<file path="src/rtl/estufa_ctrl.sv">
`default_nettype none
// =============================================================================
// Module   : estufa_ctrl
// Brief    : Greenhouse heater/cooler sequencer: sensor glitch filters, Moore
//            FSM with min-on time, dead-time and latched fault alarm.
//            Optional RUNTIME_CNT_EN adds the run_cycles actuator-on counter.
// Revision : 1.0 - initial release
// =============================================================================
module estufa_ctrl #(
    parameter int FILT_CYCLES   = 2,
    parameter int MIN_ON_CYCLES = 8,
    parameter int DEAD_CYCLES   = 4
) (
    input  logic        clk_2,
    input  logic        reset,
    input  logic        enable,
    input  logic        sens_hot,
    input  logic        sens_cold,
    input  logic        clear_fault,
    output logic        heater,
    output logic        cooler,
    output logic        alarm,
`ifdef RUNTIME_CNT_EN
    output logic [15:0] run_cycles,
`endif
    output logic [2:0]  state_dbg
);

    localparam int FW = (FILT_CYCLES   > 1) ? $clog2(FILT_CYCLES)   : 1;
    localparam int OW = (MIN_ON_CYCLES > 1) ? $clog2(MIN_ON_CYCLES) : 1;
    localparam int DW = (DEAD_CYCLES   > 1) ? $clog2(DEAD_CYCLES)   : 1;

    localparam logic [FW-1:0] C_FILT_MAX = FW'(FILT_CYCLES - 1);
    localparam logic [OW-1:0] C_ON_MAX   = OW'(MIN_ON_CYCLES - 1);
    localparam logic [DW-1:0] C_DEAD_MAX = DW'(DEAD_CYCLES - 1);

    typedef enum logic [2:0] {
        IDLE  = 3'd0,
        HEAT  = 3'd1,
        COOL  = 3'd2,
        DEAD  = 3'd3,
        FAULT = 3'd4
    } state_t;

    state_t          state_q, state_d;
    logic [OW-1:0]   on_cnt_q, on_cnt_d;
    logic [DW-1:0]   dead_cnt_q, dead_cnt_d;
    logic [1:0]      sens_raw;
    logic [1:0]      sens_filt;
    logic            f_hot, f_cold, fault_cond, demand;

    // Bit 1 carries the hot sensor, bit 0 the cold sensor.
    assign sens_raw = {sens_hot, sens_cold};

    for (genvar i = 0; i < 2; i++) begin : g_filt
        logic          filt_q;
        logic [FW-1:0] cnt_q;

        always_ff @(posedge clk_2) begin
            if (reset) begin
                filt_q <= 1'b0;
                cnt_q  <= '0;
            end else if (sens_raw[i] == filt_q) begin
                cnt_q  <= '0;
            end else if (cnt_q == C_FILT_MAX) begin
                filt_q <= sens_raw[i];
                cnt_q  <= '0;
            end else begin
                cnt_q  <= cnt_q + 1'b1;
            end
        end

        assign sens_filt[i] = filt_q;
    end

    assign f_hot      = sens_filt[1];
    assign f_cold     = sens_filt[0];
    assign fault_cond = f_hot & f_cold;
    // The condition that keeps the active actuator wanted.
    assign demand     = (state_q == HEAT) ? f_cold : f_hot;

    always_ff @(posedge clk_2) begin
        if (reset) begin
            state_q    <= IDLE;
            on_cnt_q   <= '0;
            dead_cnt_q <= '0;
        end else begin
            state_q    <= state_d;
            on_cnt_q   <= on_cnt_d;
            dead_cnt_q <= dead_cnt_d;
        end
    end

    always_comb begin
        state_d    = state_q;
        on_cnt_d   = on_cnt_q;
        dead_cnt_d = dead_cnt_q;
        case (state_q)
            IDLE: begin
                if (fault_cond)           state_d = FAULT;
                else if (enable & f_cold) state_d = HEAT;
                else if (enable & f_hot)  state_d = COOL;
            end
            HEAT, COOL: begin
                if (fault_cond)                             state_d = FAULT;
                else if (!enable)                           state_d = DEAD;
                else if ((on_cnt_q == C_ON_MAX) && !demand) state_d = DEAD;
                else if (on_cnt_q != C_ON_MAX)              on_cnt_d = on_cnt_q + 1'b1;
            end
            DEAD: begin
                if (fault_cond)                    state_d = FAULT;
                else if (dead_cnt_q == C_DEAD_MAX) state_d = IDLE;
                else                               dead_cnt_d = dead_cnt_q + 1'b1;
            end
            FAULT: begin
                if (clear_fault & !fault_cond) state_d = DEAD;
            end
            default: state_d = IDLE;
        endcase
        // Every state entry starts its timers from zero.
        if (state_d != state_q) begin
            on_cnt_d   = '0;
            dead_cnt_d = '0;
        end
    end

    assign heater    = (state_q == HEAT);
    assign cooler    = (state_q == COOL);
    assign alarm     = (state_q == FAULT);
    assign state_dbg = state_q;

`ifdef RUNTIME_CNT_EN
    logic [15:0] run_q;

    always_ff @(posedge clk_2) begin
        if (reset) begin
            run_q <= '0;
        end else if ((heater | cooler) && (run_q != 16'hFFFF)) begin
            run_q <= run_q + 16'd1;
        end
    end

    assign run_cycles = run_q;
`endif

endmodule
`default_nettype wire

</file>
<file path="config.mk">
export PLATFORM = sky130hd
export DESIGN_NAME = estufa_ctrl
export DESIGN_NICKNAME = d
export VERILOG_FILES = /design/src/rtl/estufa_ctrl.sv
export SDC_FILE = /design/constraint.sdc
export NUM_CORES = 1
export LEC_CHECK = 0
export CAP_MARGIN = 40
export CELL_PAD_IN_SITES_DETAIL_PLACEMENT = 0
export CELL_PAD_IN_SITES_GLOBAL_PLACEMENT = 1
export CORE_MARGIN = 5
export CORE_UTILIZATION = 45
export CTS_BUF_LIST = sky130_fd_sc_hd__clkbuf_4
export DETAILED_ROUTE_END_ITERATION = 16
export PLACE_DENSITY = 0.89
export SETUP_SLACK_MARGIN = 0.3
export SYNTH_ARGS = -nofsm -noshare
export SYNTH_HDL_FRONTEND = slang
export SYNTH_SLANG_ARGS = --single-unit
export TNS_END_PERCENT = 10
</file>
<file path="constraint.sdc">
create_clock -name clk_2 -period 5.3 [get_ports clk_2]
set_input_delay 1.06 -clock clk_2 [delete_from_list [all_inputs] [get_ports clk_2]]
set_output_delay 1.06 -clock clk_2 [all_outputs]
set_load 0.01 [all_outputs]
</file>
==> results by group <==
Synth
  – Main synth FF type: dfxtp_1
  – Number of enable flip-flop cells after synthesis: 0
  – Mean Syn Cell Area: approximately 9.4 µm²
  – Distinct cells, synth: 42
  – Syn Inst Count: 86
  – Post-synthesis sequential area ratio: about 30%
  – Syn_nets: between 90 and 100
  – Cell area after synthesis: 805 µm²
  – Syn. warnings: 0
  – #FFs+latches synth: 12
  – Asr flop ratio synth: 0%

Global route
  – First-pass GRT wire length: about 2700 µm
  – Gr usage total: 13.5%
  – Vias in the first global route: 624
  – Largest net degree at the start of global routing: 15
  – Gr ovfl total: 0
  – Initial antenna violation count: 0

Critical path
  – Setup crit start kind: flip-flop
  – Req. time, crit path: roughly 4.2 ns
  – Crit Path Category: flip-flop to output pin
  – Cell family with most CP delay: buffers and inverters
  – Critical Path AT: 1.89 ns
  – Critical-path cell list: inv_1, nor3_1, clkdlybuf4s50_1
  – Critical path buffers and inverters: 2
  – Critical Path End Type: output pin
  – CP peak stage delay: 0.61 ns
  – CP max FO: 11
  – Highest-delay cell along the critical path: clkdlybuf4s50_1

Clock network
  – H-tree Lvls: 1
  – Inserted Clock Buffers: 3
  – Clock root buffer: clkbuf_4
  – Post-CTS Hold Fix Bufs: 0
  – Clock slew at reported path FFs: approximately 0.080 ns
  – Post-cts gate resize count: 0
  – Postcts setup bufs: 0
  – Clock tree sinks: 12
  – Clock latency on the worst-skew pair: between 0.2 and 0.3 ns
  – TritonCTS clock tree: done
  – Buffer depth of the longest clock path: 2

Final layout
  – # diodes: 0
  – Share of layout cells above drive strength 1: 14.7%
  – Util after Layout: roughly 55%
  – Area growth from synthesis to layout: 15.9%
  – # nets final: about 110
  – Most frequent cells in the layout: dfxtp_1, clkdlybuf4s50_1, nor2_1, nand2_1, mux2i_1
  – Cell Count, Final, Fillers Out: 120
  – Most common cell after layout, fill and taps aside: dfxtp_1

Pwr
  – Cell Pwr Density: 201 nW/µm²
  – VDD IR max: approximately 0.00013 V
  – Overall Power: 188 µW
  – LEAKAGE: just under 0.4 nW

Routing
  – Routed via count: 675
  – DRC: 0
  – Vias per cell: 5.63
  – Routed length per placed instance: 13.0 µm
  – DR iter-0 viols: 11
  – 1st-pass router iterations: 4
  – Post-Route WL: 1560 µm
  – Post-DRT Antenna Nets: 0

STA
  – Endpoints failing hold: 0
  – RSZ-0062 raised after global routing: no
  – Worst slew pin tran: 0.475 ns
  – Slew Viols, Final: 0
  – FMAX: 339 MHz
  – Clk_skew: 0.00690 ns
  – Slew Limit Headroom: between 60% and 70%
  – Final min period: 2.95 ns
  – Setup_tns: 0 ns
  – Final setup vio count: 0
  – Post-route clock period utilization: 55.6%

Place
  – Global placer's final weighted congestion: 0.751
  – Hpwl dp: 1190 µm
  – Port-buffer cells: 11
  – DP Cell Count: 116

Outcome
  – Outcome: finished, final reports clean

Run
  – # Max-Cap Violations: 0

Floorplan
  – Initial Util: 47.1%
  – Chip Width: 52.3 µm
  – Total die area: 2730 µm²
  – I/O Pins: 12
  – Total core area: ~1700 µm²
  – Row count: 15
  – Die H: 52.3 µm

Hold path
  – Hold Crit Class: flip-flop to flip-flop
cell type report:
| type | instances | area, µm² |
|---|---|---|
| flip-flops and latches | 12 | 240 |
| inverters | 3 | 11.3 |
| repair buffers | 11 | 110 |
| fillers | 154 | 776 |
| multi-input cells | 65 | 513 |
| clock inverters | 1 | 3.75 |
| well taps | 25 | 31.3 |
| clock buffers | 3 | 22.5 |
state kept, by name (all words and copies together), names as in the netlist:
name and flops:
dead_cnt_q 2, f_cold 1, f_hot 1, g_filt.cnt_q 2, on_cnt_q 3, state_dbg 3
routing by layer:
| layer | vias to the layer above | track usage [%] | share of wire [%] |
|---|---|---|---|
| met5 | - | 0 | 0 |
| met4 | 0 | 11.9 | 3.1 |
| met3 | 4 | 2.85 | 3.6 |
| met2 | 13 | 21.7 | 49 |
| met1 | 321 | 14.8 | 44 |
| li1 | 337 | - | - |
power by group:
| group | internal (mW) | total [mW] | switching, mW | leakage, nW |
|---|---|---|---|---|
| Sequential | 0.0934 | 0.0996 | 0.00617 | 0.0974 |
| Combinational | 0.0175 | 0.0306 | 0.0132 | 0.284 |
| Clock | 0.0273 | 0.0575 | 0.0302 | 0.0154 |
synth_stat cells, drive strengths merged, types with 3 or more instances:
| library cell | number | area, µm² |
|---|---|---|
| nor3b | 4 | 35.0 |
| nor3 | 3 | 15.0 |
| dfxtp | 12 | 240 |
| ha | 3 | 37.5 |
| a21oi | 3 | 15.0 |
| nor2 | 5 | 18.8 |
| o21ai | 3 | 15.0 |
| xnor2 | 3 | 26.3 |
| inv | 3 | 11.3 |
| nand2 | 5 | 18.8 |
| mux2i | 5 | 50.1 |
| and3 | 4 | 30.0 |
| buf | 5 | 36.3 |
worst paths after layout:
check | start | to | depth (start not counted) | slack (ns)
setup / recovery | state_dbg[1]$_SDFF_PP0_ | cooler | 3 | 2.35
hold / removal | g_filt[0].cnt_q$_SDFF_PP0_ | g_filt[0].cnt_q$_SDFF_PP0_ | 1 | 0.44
hold reg to reg | g_filt[0].cnt_q$_SDFF_PP0_ | g_filt[0].cnt_q$_SDFF_PP0_ | 1 | 0.44
setup reg to reg | on_cnt_q[0]$_SDFFE_PP0P_ | on_cnt_q[1]$_SDFFE_PP0P_ | 7 | 3.42
cell families (layout without fill, tap and decap cells):
family,count (synthesis),count (layout),share of synthesized area [%]
and+or+nand+nor,36,36,29.2
xor gates and xnor gates,4,4,4.36
AOI/OAI and AO/OA,17,17,19.3
muxes,5,5,6.22
DFF,12,12,29.9
adders and majority gates,3,3,4.67
buffers and inverters,9,18,6.38
per-stage QoR:
stage                     hold slack, ns  worst slack [ns]  cell area, µm²
after floorplan                    0.420              3.19             805
after global placement             0.427              2.59             906
after detailed placement           0.440              2.61             906
after CTS                          0.451              2.38             932
after global routing               0.475              2.30             932
final                              0.441              2.35             932
(Power assumes the default switching activity.)
==> patch, RTL diff (config.mk and constraints unchanged) <==
`FILT_CYCLES`: 2 -> 1.
--- a/src/rtl/estufa_ctrl.sv
+++ b/src/rtl/estufa_ctrl.sv
@@ -7,7 +7,7 @@
 // Revision : 1.0 - initial release
 // =============================================================================
 module estufa_ctrl #(
-    parameter int FILT_CYCLES   = 2,
+    parameter int FILT_CYCLES   = 1,
     parameter int MIN_ON_CYCLES = 8,
     parameter int DEAD_CYCLES   = 4
 ) (
Behaviour: not the same (a bounded check fails within 4 cycles, from zero or initial values and one cycle with reset high).
==> patch against the original RTL <==
  * Largest cell class unchanged
  * Power rose by 14%
  * Largest power group unchanged
  * Design area fell by 8.1%
  * Register-to-register slack barely moved
  * Highest routed layer unchanged
  * Worst setup slack improved by 0.12 ns
  * Fmax rose by 4.3%
  * Routed wire length fell by 9.4%
  * Sequential cell count did not move
  * Synthesized area fell by 9.0%
  * Clock skew fell by 0.0056 ns
  * Non-clock buffer count did not move
==> patch: results (changes against the original RTL) <==
Worst setup path
  • Dominant delay contributor by cell family on the critical path: buffers and inverters (unchanged)
  • Worst Reg2Reg Path Length in Cells: 5 (was 7)
  • R2r endpoint: on_cnt_q[1] (unchanged)
  • CP arrival: 1.77 ns (was 1.89 ns)
  • Crit-path max cell delay: about 0.6 ns
  • Crit Path Max Fanout: 13 (was 11)
  • Reg2reg start: state_dbg[0] (was on_cnt_q[0])
  • Slowest CP cell: clkdlybuf4s50_1 (unchanged)
  • R2r setup slk: 3.43 ns (was 3.42 ns)

Clocking
  • Clk buf depth: 2 (unchanged)
  • Clock slew at reported path FFs: 0.07 ns
  • Postcts setup bufs: 0 (unchanged)
  • H-tree depth: 1 (unchanged)
  • Clk root buf: clkbuf_4 (unchanged)
  • Worst skew pair latency: around 0.27 ns
  • CTS resizes: 0 (unchanged)

Yosys
  • Gate Count Post-Synth: 79 (was 86)
  • Cell variety after synth: 36 (was 42)
  • Commonest cells in the netlist: dfxtp_1, nor2_1, mux2i_1 (was dfxtp_1, mux2i_1, nand2_1, nor2_1)
  • Ys async rst share: 0% (unchanged)
  • Ranking of synthesized cells by area: dfxtp_1, mux2i_1, ha_1 (unchanged)
  • Main synth FF type: dfxtp_1 (unchanged)
  • YS warnings: 0 (unchanged)
  • Register area share after synthesis: 32.82% (was 29.86%)

Timing
  • Layout Skew: 0.001298 ns (was 0.006902 ns)

Routing
  • DRT Pass-1 Iters: 4 (unchanged)
  • Total Wirelength: 1413 um (was 1559 um)
  • Vias: 624 (was 675)
  • Vias per cell: 5.943 (was 5.625)
  • DRT iter0 DRCs: 6 (was 11)

Hold path
  • Hold Crit Class: reg -> reg (unchanged)
  • Hold EP: f_cold (was g_filt[0].cnt_q)
  • Hold path depth: 2 (was 1)
  • Hold Crit Start: g_filt[0].cnt_q (unchanged)

Pwr
  • Cell Int Power: 0.1510 mW (was 0.1382 mW)
  • VDD IR max: 132.4 uV (was 133.1 uV)
  • Leakage power: 0.3514 nW (was 0.3968 nW)

Place
  • Pre-CTS setup slack: 2.682 ns (was 2.608 ns)
  • Count of input and output buffers: 11 (unchanged)
  • Post-detail-place hpwl: 1062 um (was 1189 um)
  • GPL Wtd Cong: 0.8065 (was 0.7505)
  • Placed insts: 101 (was 116)

Global routing
  • Vias in the first global route: 547 (was 624)
  • First-pass GRT wire length: 2415 um (was 2684 um)
  • Total Routing Usage GR: 12.08% (was 13.51%)
  • Largest net degree at the start of global routing: 16 (was 15)
  • Initial antenna violation count: 0 (unchanged)

Cells and area
  • ANT cells: 0 (unchanged)
  • FILL cells: 142 (was 154)
  • NumNets Final: 99 (was 105)
  • Share of post-route cells with drive strength above 1: 10.11% (was 14.74%)

Status
  • Status: finished, final reports clean (unchanged)
[patch: changes by cell type in the layout (fill, tap and decap cells not counted), sizes merged, moves of 3 or more]
cell | before | now
nor4 | 0 | 3
nor3 | 3 | 0
inv | 3 | 0
and3 | 4 | 0
xnor2 | 3 | 0
a21o | 0 | 3
[patch: cell type report]
class	count	area, sq um	share of cell area, %
multi-input cells	62	460.4	53.72
flip-flops and latches	12	240.2	28.03
repair buffers	11	110.1	12.85
clock buffers	3	22.52	2.628
well taps	16	20.02	2.336
clock inverters	1	3.754	0.4380
[patch: worst register-to-register path, stage by stage (launching register included)]
cell	delay (ns)
dfxtp_1	0.60
nor3b_2	0.29
mux2i_1	0.24
o2111ai_2	0.16
a311oi_2	0.35
nor4_1	0.10
[patch: per-stage QoR]
step	util [%]	area, sq um	total power, mW	hold WS (ns)
floorplan	-	735.7	0.1425	0.4614
global placement	54.52	830.8	0.1582	0.4710
detailed placement	54.52	830.8	0.1590	0.4887
CTS	56.24	857.1	0.2163	0.5053
global route	56.24	857.1	0.2269	0.5324
finish	56.24	857.1	0.2140	0.4987
[patch: worst max path at each step]
stage / start / end / slack, ns
finish: state_dbg[2] / alarm / 2.47
global route: state_dbg[2] / alarm / 2.32
CTS: state_dbg[2] / alarm / 2.47
detailed placement: enable / on_cnt_q[2] / 2.68
global placement: enable / on_cnt_q[2] / 2.68
floorplan: state_dbg[2] / alarm / 3.25
[patch: cell families (layout without fill, tap and decap cells)]
kind of cell / count (synthesis) / in the layout / share of synthesized area, %
buffers and inverters: 6 / 15 / 4.786
muxes: 5 / 5 / 6.838
DFF: 12 / 12 / 32.82
other: 1 / 2 / 0.5123
AOI/OAI and AO/OA: 18 / 18 / 19.49
adders and majority gates: 3 / 3 / 5.129
xor gates and xnor gates: 2 / 2 / 2.394
and+or+nand+nor: 32 / 32 / 28.03
[patch: power groups by stage]
stage               clock network (mW)  logic (mW)  registers, mW
floorplan                            0      0.0417          0.101
global placement                     0      0.0512          0.107
detailed placement                   0      0.0519          0.107
CTS                             0.0593      0.0521          0.105
global route                    0.0633      0.0572          0.106
finish                          0.0569      0.0521          0.105
[patch: layer usage]
metal	routed length (um)	GRT usage [%]	vias up
met2	650	17.78	9
met1	647	15.22	295
met4	36	7.660	0
met5	0	0	-
li1	-	-	316
met3	79	3.550	4
